$ cat config.mk
export PLATFORM = sky130hd
export DESIGN_NAME = indirect_mem_seq
export DESIGN_NICKNAME = d
export VERILOG_FILES = /design/src/rtl/lc3b_types.sv /design/src/rtl/byte_lane_unit.sv /design/src/rtl/indirect_mem_seq.sv
export SDC_FILE = /design/constraint.sdc
export NUM_CORES = 1
export LEC_CHECK = 0
export BUFFER_PORTS_ARGS = -buffer_cell sky130_fd_sc_hd__buf_2
export CORE_ASPECT_RATIO = 1.25
export CORE_MARGIN = 2
export CORE_UTILIZATION = 45
export CTS_CLUSTER_SIZE = 20
export DETAILED_ROUTE_END_ITERATION = 10
export PLACE_DENSITY = 0.78
export SETUP_SLACK_MARGIN = 0.4
export SLEW_MARGIN = 20
export SYNTH_ARGS = -nofsm -noshare
export SYNTH_HDL_FRONTEND = slang
export SYNTH_SLANG_ARGS = --single-unit
$ cat constraint.sdc
create_clock -name clk -period 4.5 [get_ports clk]
set_clock_uncertainty 0.15 [all_clocks]
set_input_delay 0.225 -clock clk [delete_from_list [all_inputs] [get_ports clk]]
set_output_delay 0.225 -clock clk [all_outputs]
set_load 0.005 [all_outputs]
$ cat src/rtl/lc3b_types.sv
// Shared types for the MEM-stage data-memory sequencer.
//   lc3b_mseq_state : sequencer FSM states
//   lanes_of()      : byte lanes in a data word of the given width
//   lane_bits()     : address bits that select a byte lane within a word
package lc3b_types;

    typedef enum logic [1:0] {
        IDLE  = 2'd0,
        PTR   = 2'd1,
        TURN  = 2'd2,
        FINAL = 2'd3
    } lc3b_mseq_state;

    function automatic int lanes_of(input int width);
        return width / 8;
    endfunction

    function automatic int lane_bits(input int width);
        return $clog2(width / 8);
    endfunction

endpackage

$ cat src/rtl/byte_lane_unit.sv
// Byte-lane handling for the final data access.
//   sel       : byte-lane index taken from the final access address
//   byte_mode : 1 = byte-sized access (LDB/STB), 0 = full word
//   rdata     : raw cache read data
//   wdata     : latched store data
//   ld_data   : load result (word, or zero-extended selected lane)
//   st_data   : store data (word, or low byte replicated to every lane)
//   be        : write byte enables (all ones, or one-hot on the lane)
import lc3b_types::*;

module byte_lane_unit #(
    parameter int WIDTH = 16,
    localparam int LANES = lanes_of(WIDTH),
    localparam int LB    = lane_bits(WIDTH)
) (
    input  logic [LB-1:0]    sel,
    input  logic             byte_mode,
    input  logic [WIDTH-1:0] rdata,
    input  logic [WIDTH-1:0] wdata,
    output logic [WIDTH-1:0] ld_data,
    output logic [WIDTH-1:0] st_data,
    output logic [LANES-1:0] be
);

    logic [7:0] lane;

    always_comb begin
        lane    = 8'(rdata >> {sel, 3'b000});
        ld_data = rdata;
        st_data = wdata;
        be      = '1;
        if (byte_mode) begin
            ld_data = WIDTH'(lane);
            st_data = {LANES{wdata[7:0]}};
            be      = {{(LANES-1){1'b0}}, 1'b1} << sel;
        end
    end

endmodule

$ cat src/rtl/indirect_mem_seq.sv
// MEM-stage data-memory access sequencer with up to MAX_INDIR levels of
// pointer indirection ahead of the final load/store.
//   clk, rst_n            : clock, synchronous active-low reset
//   req_*                 : memory op held in EX/MEM (sampled only in IDLE)
//   flush                 : squash; any in-flight cache strobe still completes
//   d_mem_*               : data-cache port (strobes held until d_mem_resp)
//   stall                 : freezes the upstream pipe registers
//   done / rdata          : one-cycle retire pulse with the load result
import lc3b_types::*;

module indirect_mem_seq #(
    parameter int WIDTH     = 16,
    parameter int MAX_INDIR = 2,
    localparam int LANES    = lanes_of(WIDTH),
    localparam int IW       = (MAX_INDIR > 0) ? $clog2(MAX_INDIR + 1) : 1
) (
    input  logic             clk,
    input  logic             rst_n,
    input  logic             req_valid,
    input  logic             req_write,
    input  logic             req_byte,
    input  logic [IW-1:0]    req_indir,
    input  logic [WIDTH-1:0] req_addr,
    input  logic [WIDTH-1:0] req_wdata,
    input  logic             flush,
    input  logic             d_mem_resp,
    input  logic [WIDTH-1:0] d_mem_rdata,
    output logic [WIDTH-1:0] d_mem_address,
    output logic             d_mem_read,
    output logic             d_mem_write,
    output logic [WIDTH-1:0] d_mem_wdata,
    output logic [LANES-1:0] d_mem_byte_enable,
    output logic             stall,
    output logic             done,
    output logic [WIDTH-1:0] rdata
);

    localparam int LB = lane_bits(WIDTH);

    lc3b_mseq_state state, state_nx;

    // ptr is loaded with req_addr on accept, so for a direct access it already
    // holds the final address; each pointer fetch overwrites it verbatim.
    logic [IW-1:0]    cnt;
    logic [WIDTH-1:0] ptr;
    logic [WIDTH-1:0] wdata_q;
    logic             byte_q;
    logic             write_q;
    logic             abort_q;

    logic [IW-1:0]    indir_sat;
    logic             accept;
    logic             abort_eff;
    logic [WIDTH-1:0] ld_data;
    logic [WIDTH-1:0] st_fill;
    logic [LANES-1:0] st_be;

    assign indir_sat = (req_indir > IW'(MAX_INDIR)) ? IW'(MAX_INDIR) : req_indir;
    assign accept    = (state == IDLE) && req_valid && !flush;
    // A flush arriving in the same cycle as a resp counts as an abort too.
    assign abort_eff = abort_q || flush;

    byte_lane_unit #(.WIDTH(WIDTH)) u_lane (
        .sel       (ptr[LB-1:0]),
        .byte_mode (byte_q),
        .rdata     (d_mem_rdata),
        .wdata     (wdata_q),
        .ld_data   (ld_data),
        .st_data   (st_fill),
        .be        (st_be)
    );

    always_ff @(posedge clk) begin
        if (!rst_n) begin
            state   <= IDLE;
            cnt     <= '0;
            ptr     <= '0;
            wdata_q <= '0;
            byte_q  <= 1'b0;
            write_q <= 1'b0;
            abort_q <= 1'b0;
        end else begin
            state <= state_nx;
            if (accept) begin
                ptr     <= req_addr;
                wdata_q <= req_wdata;
                byte_q  <= req_byte;
                write_q <= req_write;
                cnt     <= indir_sat;
            end else if (state == PTR && d_mem_resp) begin
                ptr <= d_mem_rdata;
                cnt <= cnt - IW'(1);
            end
            if (state_nx == IDLE)
                abort_q <= 1'b0;
            else if (state != IDLE && flush)
                abort_q <= 1'b1;
        end
    end

    always_comb begin
        state_nx          = state;
        d_mem_read        = 1'b0;
        d_mem_write       = 1'b0;
        d_mem_address     = '0;
        d_mem_wdata       = '0;
        d_mem_byte_enable = '0;
        stall             = 1'b0;
        done              = 1'b0;
        rdata             = '0;
        case (state)
            IDLE: begin
                if (accept) begin
                    stall    = 1'b1;
                    state_nx = (indir_sat != '0) ? PTR : FINAL;
                end
            end
            PTR: begin
                d_mem_read    = 1'b1;
                d_mem_address = {ptr[WIDTH-1:LB], {LB{1'b0}}};
                stall         = 1'b1;
                if (d_mem_resp) begin
                    if (abort_eff) begin
                        stall    = 1'b0;
                        state_nx = IDLE;
                    end else begin
                        state_nx = TURN;
                    end
                end
            end
            TURN: begin
                if (abort_eff) begin
                    state_nx = IDLE;
                end else begin
                    stall    = 1'b1;
                    state_nx = (cnt != '0) ? PTR : FINAL;
                end
            end
            FINAL: begin
                d_mem_address = ptr;
                d_mem_read    = !write_q;
                d_mem_write   = write_q;
                if (write_q) begin
                    d_mem_wdata       = st_fill;
                    d_mem_byte_enable = st_be;
                end
                stall = !d_mem_resp;
                if (d_mem_resp) begin
                    done     = !abort_eff;
                    rdata    = abort_eff ? '0 : ld_data;
                    state_nx = IDLE;
                end
            end
            default: state_nx = IDLE;
        endcase
    end

endmodule

# == Yosys cells after proc, flatten, opt, wreduce, memory -nomap -nowiden ==
# Index checks and enable logic that the tools add are counted.
# word_totals
regBits,39
in_bits,57
output_inout_bits,54
word_cells,63
# classes
n_addsub,1
magnitude_cmp,1
n_eq_ne,3
shifts,2
n_mux,32
bitwise_logic,1
reduce_logical,16
# ops
operator,n
2-to-1 mux 16 bit,9
case mux 16 bit (2 select lines),1
2-to-1 mux 2 bit,13
>> shifter 16 x 4 -> 8 bit,1
case mux 2 bit (4 select lines),1
nonzero test 2 bit,4
2-to-1 mux 1 bit,6
"== test 2 bit, second input constant",2
logical AND 1 bit,4
zero test 1 bit,4
zero test 2 bit,2
case mux 1 bit (4 select lines),1
"== test 2 x 1 -> 1 bit, second input constant",1
"> comparator 2 bit, second input constant",1
case mux 1 bit (2 select lines),1
OR reduction 2 bit,1
"<< shifter 1 x 1 -> 2 bit, first input constant",1
"subtractor 2 x 1 -> 2 bit, second input constant",1
logical OR 1 bit,1
inverter 1 bit,1

# == Logic depth before layout (Yosys ltp) ==
# depth
word_depth,8
ltp_mapped,6

# == Modules after synthesis ==
# A second synthesis with hierarchy kept.
# unflattened
hier_cells,298
area_unflattened_um2,2386.0
# by_module_without_submodules
mod,n_inst,cells_each,area_per_inst_um2,seq_area_each_um2
indirect_mem_seq,1,262,2013.2,780.7
byte_lane_unit,1,36,372.9,0.0

# == Worst setup path before layout ==
# OpenSTA, ideal clock, no wires.
# synth_timing
kind,flip-flop to flip-flop
start,reg state[0]
end,reg ptr[0]
setup_ns,0.119
t_arrival_ns,1.450
setup_slack_ns,2.780
stages_incl_launch_ff,7
n_path_buf,3
path_cell_list,dfxtp_1 -> buf_6 -> or4b_4 -> buf_6 -> clkbuf_1 -> o21ai_0 -> a21oi_1
# synth_via
elab_chain_len,4
elab_cells_between_ends,7
classes_between,eq/ne (1); mux (1); reduce/logical (5)
# synth_rtl
element,line,text
"start, declared",indirect_mem_seq.sv:40,"lc3b_mseq_state state, state_nx;"
"start signal, assigned",indirect_mem_seq.sv:83,state <= state_nx;
zero test 2 bit,indirect_mem_seq.sv:59,assign accept = (state == IDLE) && req_valid && !flush;
logical AND 1 bit (2 in a row),indirect_mem_seq.sv:59,
2-to-1 mux 16 bit / nonzero test 2 bit (equally long branches),n/a,
"end signal, assigned",indirect_mem_seq.sv:85,ptr <= req_addr;
"end signal, assigned",indirect_mem_seq.sv:91,ptr <= d_mem_rdata;
"end, declared",indirect_mem_seq.sv:45,logic [WIDTH-1:0] ptr;
# Several ways; a longest one is shown, not always the timed one.
# A chain may end at the register's enable or synchronous reset.

# == Worst setup path in the final report ==
# layout_timing
start,reg state[0]
end,out rdata[12]
# layout_via
elab_chain_len,2
# layout_rtl
element,line,text
== test 2 bit,indirect_mem_seq.sv:111,case (state)
2-to-1 mux 16 bit,indirect_mem_seq.sv:111,
"end, declared",indirect_mem_seq.sv:35,output logic [WIDTH-1:0] rdata
# No other way between the ends.

==> results.json <==
{
  "status": "completed",
  "num_vias": 2346,
  "rsz0062_at_grt": "false",
  "finalSetupTns_ps": 0,
  "p_leak_nw": 1.29,
  "routed_via_density": 5.24,
  "slew_headroom": 0.410,
  "yosysWarningCount": 0,
  "routed_wl_mm": 6.07,
  "hold_buffers": 0,
  "cts_tree": "built",
  "start_util": 0.460,
  "fin_crit_sh": 0.660,
  "route.detailed.drc": 0,
  "layout.nets": 445,
  "antenna_found_initial": 0,
  "grt_max_degree": 40,
  "slew_violations": 0,
  "drtIter0Drc": 174,
  "port_buffers": 110,
  "h-tree-depth": 2,
  "firstDrtPassIters": 4,
  "clockRootBuffer": "clkbuf_8",
  "cts.sinks": 39,
  "fin_util": 0.591,
  "gp_congestion": 0.792,
  "max-vdd-ir-drop_uv": 245,
  "area_delta_synth_final_pct": 28.4,
  "clockBufferDepth": 2,
  "grt_pass1_wl_mm": 9.32,
  "powerDensity_nw_per_um2": 265,
  "setup_ws_ps": 1530,
  "cp-end-kind": "output port",
  "layout-drive-gt1-share": 0.312,
  "cts_inserted_buffers": 5,
  "worstMarginPinSlew_ps": 884,
  "synth_top_area_share": 0.362,
  "rows": 28,
  "die_h_um": 81.5,
  "cts_setup_buffers": 0,
  "io_pins": 111,
  "synth_area_um2": 2160,
  "path_class": "flip-flop to output port",
  "final_hold_viol_count": 0,
  "worstPathMaxFanout": 28,
  "cp_cell_sequence": "nand4_1 -> nor3b_1 -> buf_2",
  "synth_cells": 293,
  "yosysSeqAreaShare": 0.362,
  "ys_types": 30,
  "dieArea_um2": 5370,
  "overflow": 0,
  "synth_edf_count": 0,
  "clkTransAtPathRegs_ps": 80,
  "num_antenna_cells": 0,
  "ys_ff_latch": 39,
  "finalSetupViolCount": 0,
  "ys.flop_type": "dfxtp_1",
  "syn-num-nets": 351,
  "core_um2": 4690,
  "cp.arrival_ps": 2600,
  "stdcell_area_um2": 2770,
  "cts.repair.resized": 0,
  "num-fill-cells": 486,
  "slowest_stage": "dfxtp_1",
  "pre_cts_ws_ps": 1920,
  "antenna_left": 0,
  "dpl.hpwl_mm": 4.12,
  "wl_per_cell_um": 13.6,
  "critPathRequiredTime_ps": 4120,
  "grtUsageTotal": 0.221,
  "yosys.area.top_type": "dfxtp_1",
  "ys_async_sr_fraction": 0,
  "cpPeakStageDelay_ps": 900,
  "fmax_mhz": 337,
  "finalPower_uw": 735,
  "hp-class": "primary input to flip-flop",
  "placed_cell_area_um2": 2690,
  "cap_viol_max_count": 0,
  "clk_latency_ps": 290,
  "syn_area_per_cell_um2": 7.37,
  "die_w_um": 66.0,
  "min_period_ps": 2970,
  "synth_area_leaders": "dfxtp_1 36%, nand2_1 11%, a21oi_1 9.7%, a21boi_0 7.3%, and2_1 6.7%",
  "cp-start-kind": "flip-flop",
  "grt_pass1_vias": 2043
}
[layout by cell type (no fill, tap or decap)]
master / count
clkbuf_1: 1
and2_1: 23
clkinv_2: 1
ha_1: 1
o32a_1: 1
nand3b_1: 1
mux2i_1: 8
dfxtp_2: 1
or4b_4: 1
nor4b_4: 1
a22oi_1: 1
dfxtp_1: 38
o21ai_0: 19
and3_1: 1
clkbuf_8: 5
xnor2_1: 1
nand4_1: 1
buf_2: 110
inv_1: 5
a21boi_0: 21
nand2_1: 62
a21oi_1: 42
and3b_1: 2
buf_4: 1
o311ai_0: 1
clkinvlp_4: 1
nor2_1: 11
a2bb2oi_1: 1
nor2b_1: 3
a21boi_1: 2
nand2b_1: 2
nand3_1: 11
nor3b_1: 8
[critical path: cells and delay by family, from the launching register on]
family | cells | cell delay [ps]
flops | 1 | 900
buf+inv | 1 | 160
simple gates | 2 | 1250
[Yosys cell counts, types with 2 or more instances]
master / instances
a21boi_0: 21
o21ai_0: 19
a21boi_1: 2
nor2b_1: 3
nand3_1: 11
dfxtp_1: 39
a21oi_1: 42
nand2b_1: 2
and2_1: 23
and3b_1: 2
clkbuf_1: 20
nor3b_1: 8
buf_6: 2
nand2_1: 62
inv_1: 5
nor2_1: 11
mux2i_1: 8
[layout make-up]
cell class,count,area [µm²],area share
timing repair buffer,111,558,0.201
clock buffer,6,72.6,0.0262
tap,60,75.1,0.0271
multi-input combinational,225,1250,0.452
clock inverter,2,12.5,0.00451
sequential,39,782,0.282
inverter,5,18.8,0.00677
[layer usage]
layer	vias up	part of all wire	GRT usage
li1	1177	-	-
met1	1058	0.42	0.262
met2	103	0.48	0.400
met3	8	0.091	0.0562
met4	0	0.011	0.0510
met5	-	0	0
[path summary, 6_finish.rpt]
| check | from | to | slack [ps] | cells past startpoint |
|---|---|---|---|---|
| max | state[0] | rdata[12] | 1530 | 3 |
| min | req_wdata[5] | wdata_q[5] | 10 | 3 |
| max reg2reg | state[0] | cnt[1] | 2210 | 3 |
| min reg2reg | ptr[12] | ptr[12] | 300 | 2 |
[power breakdown]
| part | switching, mW | leakage, nW | internal [mW] |
|---|---|---|---|
| sequential | 0.0228 | 0.320 | 0.368 |
| combinational | 0.0586 | 0.931 | 0.0538 |
| clock | 0.123 | 0.0412 | 0.108 |
| total | 0.205 | 1.29 | 0.530 |
[logic make-up after synthesis]
group                      Yosys count  share of synthesized area
AOI/OAI and AO/OA                   88                      0.238
xor gates and xnor gates             1                    0.00406
buffers and inverters               29                     0.0579
adders and majority gates            1                    0.00579
and+or+nand+nor                    127                      0.296
DFF                                 39                      0.362
muxes                                8                     0.0371
[registers in the layout, indices dropped and copies added, names as in the netlist]
name and cells:
wdata_q 16, ptr 16, state 2, abort_q 1, byte_q 1, cnt 2
write_q 1
[through the flow]
step	cells	hold WS [ps]
3_5_place_dp	440	291
2_1_floorplan	293	210
4_1_cts	448	5.23
3_3_place_gp	440	284
5_1_grt	448	20.2
6_report	448	12.7
Power figures use the tool's default switching activity.
